<file path="src/rtl/data_memory_arbiter_pkg.sv">
// Shared definitions for the two-port data memory arbiter: FSM encoding and
// default address/data widths.
package data_memory_arbiter_pkg;
    localparam int ADDR_W_DEF = 48;
    localparam int DATA_W_DEF = 64;

    typedef enum logic [1:0] {
        IDLE    = 2'd0,
        ACCESS  = 2'd1,
        RESPOND = 2'd2
    } state_t;
endpackage

</file>
<file path="src/rtl/data_memory_arbiter_rr_arbiter2.sv">
// Two-way round-robin grant: a lone requester always wins, and a tie goes to
// the port that was not granted last.
module rr_arbiter2 (
    input  logic [1:0] req,
    input  logic       last,
    output logic [1:0] grant
);
    always_comb begin
        grant = req;
        if (&req) grant = last ? 2'b01 : 2'b10;
    end
endmodule

</file>
<file path="src/rtl/data_memory_arbiter.sv">
// Serialises two load/store requesters onto one data memory port.
// Each access takes three cycles: grant (IDLE), strobe (ACCESS), complete (RESPOND).
module data_memory_arbiter
    import data_memory_arbiter_pkg::*;
#(
    parameter int ADDR_W = ADDR_W_DEF,
    parameter int DATA_W = DATA_W_DEF
) (
    input  logic                   clock,
    input  logic                   reset,
    input  logic [1:0]             req_valid,
    input  logic [1:0]             req_write,
    input  logic [1:0][ADDR_W-1:0] req_addr,
    input  logic [1:0][DATA_W-1:0] req_wdata,
    output logic [1:0]             req_ready,
    output logic [1:0]             resp_valid,
    output logic [1:0][DATA_W-1:0] resp_rdata,
    output logic                   memWrite,
    output logic                   memRead,
    output logic [ADDR_W-1:0]      address,
    output logic [DATA_W-1:0]      writeData,
    input  logic [DATA_W-1:0]      readData
);
    state_t     state;
    logic       last;
    logic       id;
    logic       op_write;
    logic [1:0] grant;
    logic       transfer;
    logic       win;

    rr_arbiter2 u_arb (
        .req   (req_valid),
        .last  (last),
        .grant (grant)
    );

    // Outputs are also gated by reset so an in-flight strobe drops the
    // moment reset rises, independent of the flop update.
    assign req_ready  = (state == IDLE && !reset) ? grant : 2'b00;
    assign transfer   = |(req_valid & req_ready);
    assign win        = grant[1];
    assign memWrite   = (state == ACCESS) && op_write && !reset;
    assign memRead    = (state == ACCESS) && !op_write && !reset;
    assign resp_valid = (state == RESPOND && !reset) ? (id ? 2'b10 : 2'b01) : 2'b00;

    // last=1 after reset so port 0 wins the first tie.
    always_ff @(posedge clock or posedge reset) begin
        if (reset) begin
            state      <= IDLE;
            last       <= 1'b1;
            id         <= 1'b0;
            op_write   <= 1'b0;
            address    <= '0;
            writeData  <= '0;
            resp_rdata <= '0;
        end else begin
            case (state)
                IDLE: begin
                    if (transfer) begin
                        state     <= ACCESS;
                        last      <= win;
                        id        <= win;
                        op_write  <= req_write[win];
                        address   <= req_addr[win];
                        writeData <= req_wdata[win];
                    end
                end
                ACCESS: begin
                    if (!op_write) resp_rdata[id] <= readData;
                    state <= RESPOND;
                end
                RESPOND: state <= IDLE;
                default: state <= IDLE;
            endcase
        end
    end
endmodule

</file>
<file path="config.mk">
export PLATFORM = sky130hd
export DESIGN_NAME = data_memory_arbiter
export DESIGN_NICKNAME = d
export VERILOG_FILES = /design/src/rtl/data_memory_arbiter_pkg.sv /design/src/rtl/data_memory_arbiter_rr_arbiter2.sv /design/src/rtl/data_memory_arbiter.sv
export SDC_FILE = /design/constraint.sdc
export NUM_CORES = 1
export LEC_CHECK = 0
export ABC_CLOCK_PERIOD_IN_PS = 16000
export CAP_MARGIN = 20
export CORE_AREA = 4 4 209 211
export DETAILED_ROUTE_END_ITERATION = 8
export DIE_AREA = 0 0 213 215
export SLEW_MARGIN = 15
export SYNTH_ARGS = -nofsm -noshare
export SYNTH_HDL_FRONTEND = slang
export SYNTH_HIERARCHICAL = 1
export SYNTH_SLANG_ARGS = --single-unit
</file>
<file path="constraint.sdc">
create_clock -name clock -period 16 [get_ports clock]
set_input_delay 1.6 -clock clock [delete_from_list [all_inputs] [get_ports clock]]
set_output_delay 1.6 -clock clock [all_outputs]
set_load 0.05 [all_outputs]
</file>
Word level (Yosys, flattened, before mapping) --
Index checks and enable logic that the tools add are counted. W data, S select, Z words.
Cells by class: add/subtract/negate cells 0, multiplexer cells 16, multiply operators 0, reduce and logical (&&, ||, !) cells 14, div/mod/pow operators 0, bitwise gates (word level) 2, shift-type cells 0, magnitude comparators 3, equal/unequal tests 3
Operator list (count):
- $mux W64 | 3
- $bwmux W128 | 1
- $mux W48 | 2
- $demux W64 S1 | 1
- $mux W2 | 6
- $logic_and A1 B1 Y1 | 7
- $reduce_and A2 Y1 | 3
- $lt A1 B2 Y1 const B | 2
- $pmux W2 S2 | 1
- $and A2 B2 Y2 | 1
- $eq A2 B1 Y1 const B | 1
- $eq A2 B2 Y1 const B | 1
- $logic_not A1 Y1 | 2
- $logic_not A2 Y1 | 1
- $mux W1 | 2
- $ne A2 B2 Y1 const B | 1
- $reduce_or A2 Y1 | 1
- $ge A1 B1 Y1 const B | 1
- $not A1 Y1 | 1
Storage, ports and cells: RAM bits 0, memories kept 0, word-level logic and storage cells 46, bits of input ports 294, output and inout bits 246, ROM bits 0, latch bits 0, flip-flop bits (word level) 245

Longest topological paths before layout --
depth after elaboration 7, depth in mapped cells 8, depth with buffers taken out 5

Hierarchy --
The synthesis kept the hierarchy.
Modules (own cells, without submodules):
- data_memory_arbiter | seq. area each 6132.1 um2, area each 10777.8 um2, times used 1, cells an instance 654
- rr_arbiter2 | seq. area each 0.0 um2, area each 18.8 um2, times used 1, cells an instance 3

Worst setup path after synthesis --
OpenSTA, ideal clock, no wires.
path kind in2out, start input port reset, end output port memWrite, path slack 6.709 ns, stages on the path 2, path buffers 0, required time 14.400 ns, arrival 7.691 ns, cell sequence inv_1 and3_1
Between the ends: word-level cells in the longest chain between the ends 2
RTL lines:
- from (decl) | RTL line data_memory_arbiter.sv:10 | input logic reset,
- $logic_not A1 Y1 (no line)
- $logic_and A1 B1 Y1 | RTL line data_memory_arbiter.sv:43 | assign memWrite = (state == ACCESS) && op_write && !reset;
- to (decl) | RTL line data_memory_arbiter.sv:18 | output logic memWrite,
Every way passes these cells.

Final worst setup path --
Same ends and word-level chain as after synthesis.

==> metrics.txt <==
Setup crit end kind=output pin; top cells by area, synth=dfrtp_1, mux2_2, mux2_4; crit-path max cell delay=0.81 ns; number of setup violations in the final report=0; Yosys cell types=23; total length of routed wires=33.9 mm; clk_skew=0.0154 ns; Pleak=7.15 nW; CP dominant cell by count=clkdlybuf4s50_1; initial drt markers=186; number of setup buffers added after CTS=0; Rows=75; htree depth=1; hold wc startpoint=writeData[39]; Crit-path slowest cell=clkdlybuf4s50_1; minimum clock period=5.49 ns; period utilization=34.3%; register area share after synthesis=56.8%; critical register-to-register path endpoint=writeData[35]; Hold Vio Cnt, Final=0; Post-Synthesis Cell Area=10800 sq um; CTS tree=built; Critical Path Source Type=input pin; status=completed; unrepaired setup endpoints after global routing=false; Synth Instances=657; input/output buffers=539; initial antenna violation count=0; Reg-to-Reg Start=last; FF-to-FF path depth=7; Synth top area share=56.6%; Arrival @ worst endpoint=3.89 ns; global-route wire length before repair=50.4 mm; HPWL after DPL=25.5 mm; post-route cell area=17600 sq um; Avg Cell Area, Syn=16.4 sq um; Slew HR=31.4%; share of cells above drive strength 1=34.6%; CP Cell Sequence=clkdlybuf4s50_1 -> inv_8 -> and3_1 -> clkdlybuf4s50_1; clock buffer depth=3; Core Footprint=41800 sq um; pin count of the biggest net entering global routing=117; I/O pin count=540; Ys Warns=6; WL/cell=19.3 microns; PD cells=233 nW/um^2; area growth from synthesis to layout=62.8%; Worst-path clk slew=0.06 ns; top cell type by total area after synthesis=dfrtp_1; DRC Markers=0; Vias=7495; Worst IR Drop VDD=0.111 mV; nets=1490; Worst Path Max Fanout=116; vias in the first global route=8175; Die Wd=213 microns; crit path capture=memWrite; register bit count reported by yosys=245; critical path type=input pin to output pin; HP Class=register to register; Mapped Nets=951; setup_tns=0 ns; GRT overflow=0; CTS sink count=245; hold_buf cts=0; measured slew at the worst slew-check pin=1.03 ns; DR vias/cell=4.27; placed inst area=16600 sq um; 1st-pass router iterations=4; max-cap violation count=0; CTS Root Cell=clkbuf_16; max-slew violation count=0; Tot GR Track Use=14.1%; TritonCTS buffer count=29; ANT cells=0; DRT antenna net count=0; Die Y=215 microns; R2R Setup Slk=12.84 ns; f_max=182 MHz; Initial Util=25.9%; die footprint=45800 sq um; critical path startpoint=reset; CTS resizes=0; Skew-Pair Late Insertion Delay=0.55 ns; WP data required=14.40 ns; placer congestion estimate=0.781
[area by class of cell]
type,instances,area [sq um]
Fill cell,3869,24200
Sequential cell,245,6130
Timing Repair Buffer,547,5460
Multi-Input combinational cell,370,4310
Clock buffer,40,837
Tap cell,539,674
Clock inverter,11,151
Inverter,3,18.8
[state kept, by name, indices dropped and copies added, names as in the netlist]
signal and cells:
address 48, id 1, last 1, op_write 1
resp_rdata 128, state 2, writeData 64
[cell usage after synthesis (all sizes together)]
cell type / n
dfstp: 1
a21boi: 2
and4bb: 1
a22oi: 1
mux2: 356
nor4b: 1
nand2b: 1
nor3b: 1
buf: 39
and2: 2
inv: 3
dfrtp: 244
and3: 1
nor3: 3
nor2b: 1
[cell usage in the layout, fill, tap and decap left out, types with 2 or more instances in the layout]
cell,netlist,layout
clkdlybuf4s50_1,0,539
mux2_2,317,317
dfrtp_1,244,244
mux2_4,39,39
clkbuf_16,0,29
buf_4,8,8
clkbuf_8,0,7
clkinv_2,0,5
clkbuf_1,0,4
bufinv_16,0,3
and2_1,2,2
inv_1,3,2
[power breakdown]
part           switching, mW  internal [mW]
sequential             0.160          0.929
clock                  0.259          0.413
combinational           1.46          0.879
[worst max-delay path, delay by kind of cell]
family,cells,cell delay [ns]
buffers and inverters,3,2.00
and+or+nand+nor,1,0.27
[worst min path at each step]
stage / slack (ns) / depth (start not counted) / to
5_1_grt: 0.52 / 1 / resp_rdata[62]
3_5_place_dp: 0.49 / 1 / address[21]
4_1_cts: 0.51 / 1 / writeData[7]
6_report: 0.50 / 1 / writeData[39]
3_3_place_gp: 0.49 / 1 / resp_rdata[119]
2_1_floorplan: 0.58 / 2 / state[1]
[per-stage QoR]
stage               std cells  hold WS [ns]  power, mW  utilization (%)  setup WS, ns
floorplan                 657         0.578       2.60                -          6.71
global placement         1704         0.488       3.44             39.7         10.42
detailed placement       1704         0.494       3.46             39.7         10.41
global route             1755         0.521       4.27             42.1         10.29
finish                   1755         0.500       4.10             42.1         10.51
CTS                      1755         0.508       4.15             42.1         10.40
[kinds of logic (layout without fill, tap and decap cells)]
family	after synthesis	after routing	share of synthesized area, %
multiplexers	356	356	38.5
flip-flops	245	245	56.8
buffers and inverters	42	601	3.52
AND/OR/NAND/NOR	11	11	0.939
AO/OA/AOI/OAI	3	3	0.255
[layer usage]
| metal | track usage (%) | wire length (microns) | vias to the layer above |
|---|---|---|---|
| li1 | - | - | 3440 |
| met1 | 15.7 | 12700 | 3729 |
| met2 | 26.3 | 18000 | 279 |
| met3 | 3.31 | 2360 | 47 |
| met4 | 4.21 | 889 | 0 |
| met5 | 0 | 0 | - |
Power figures use the tool's default switching activity.
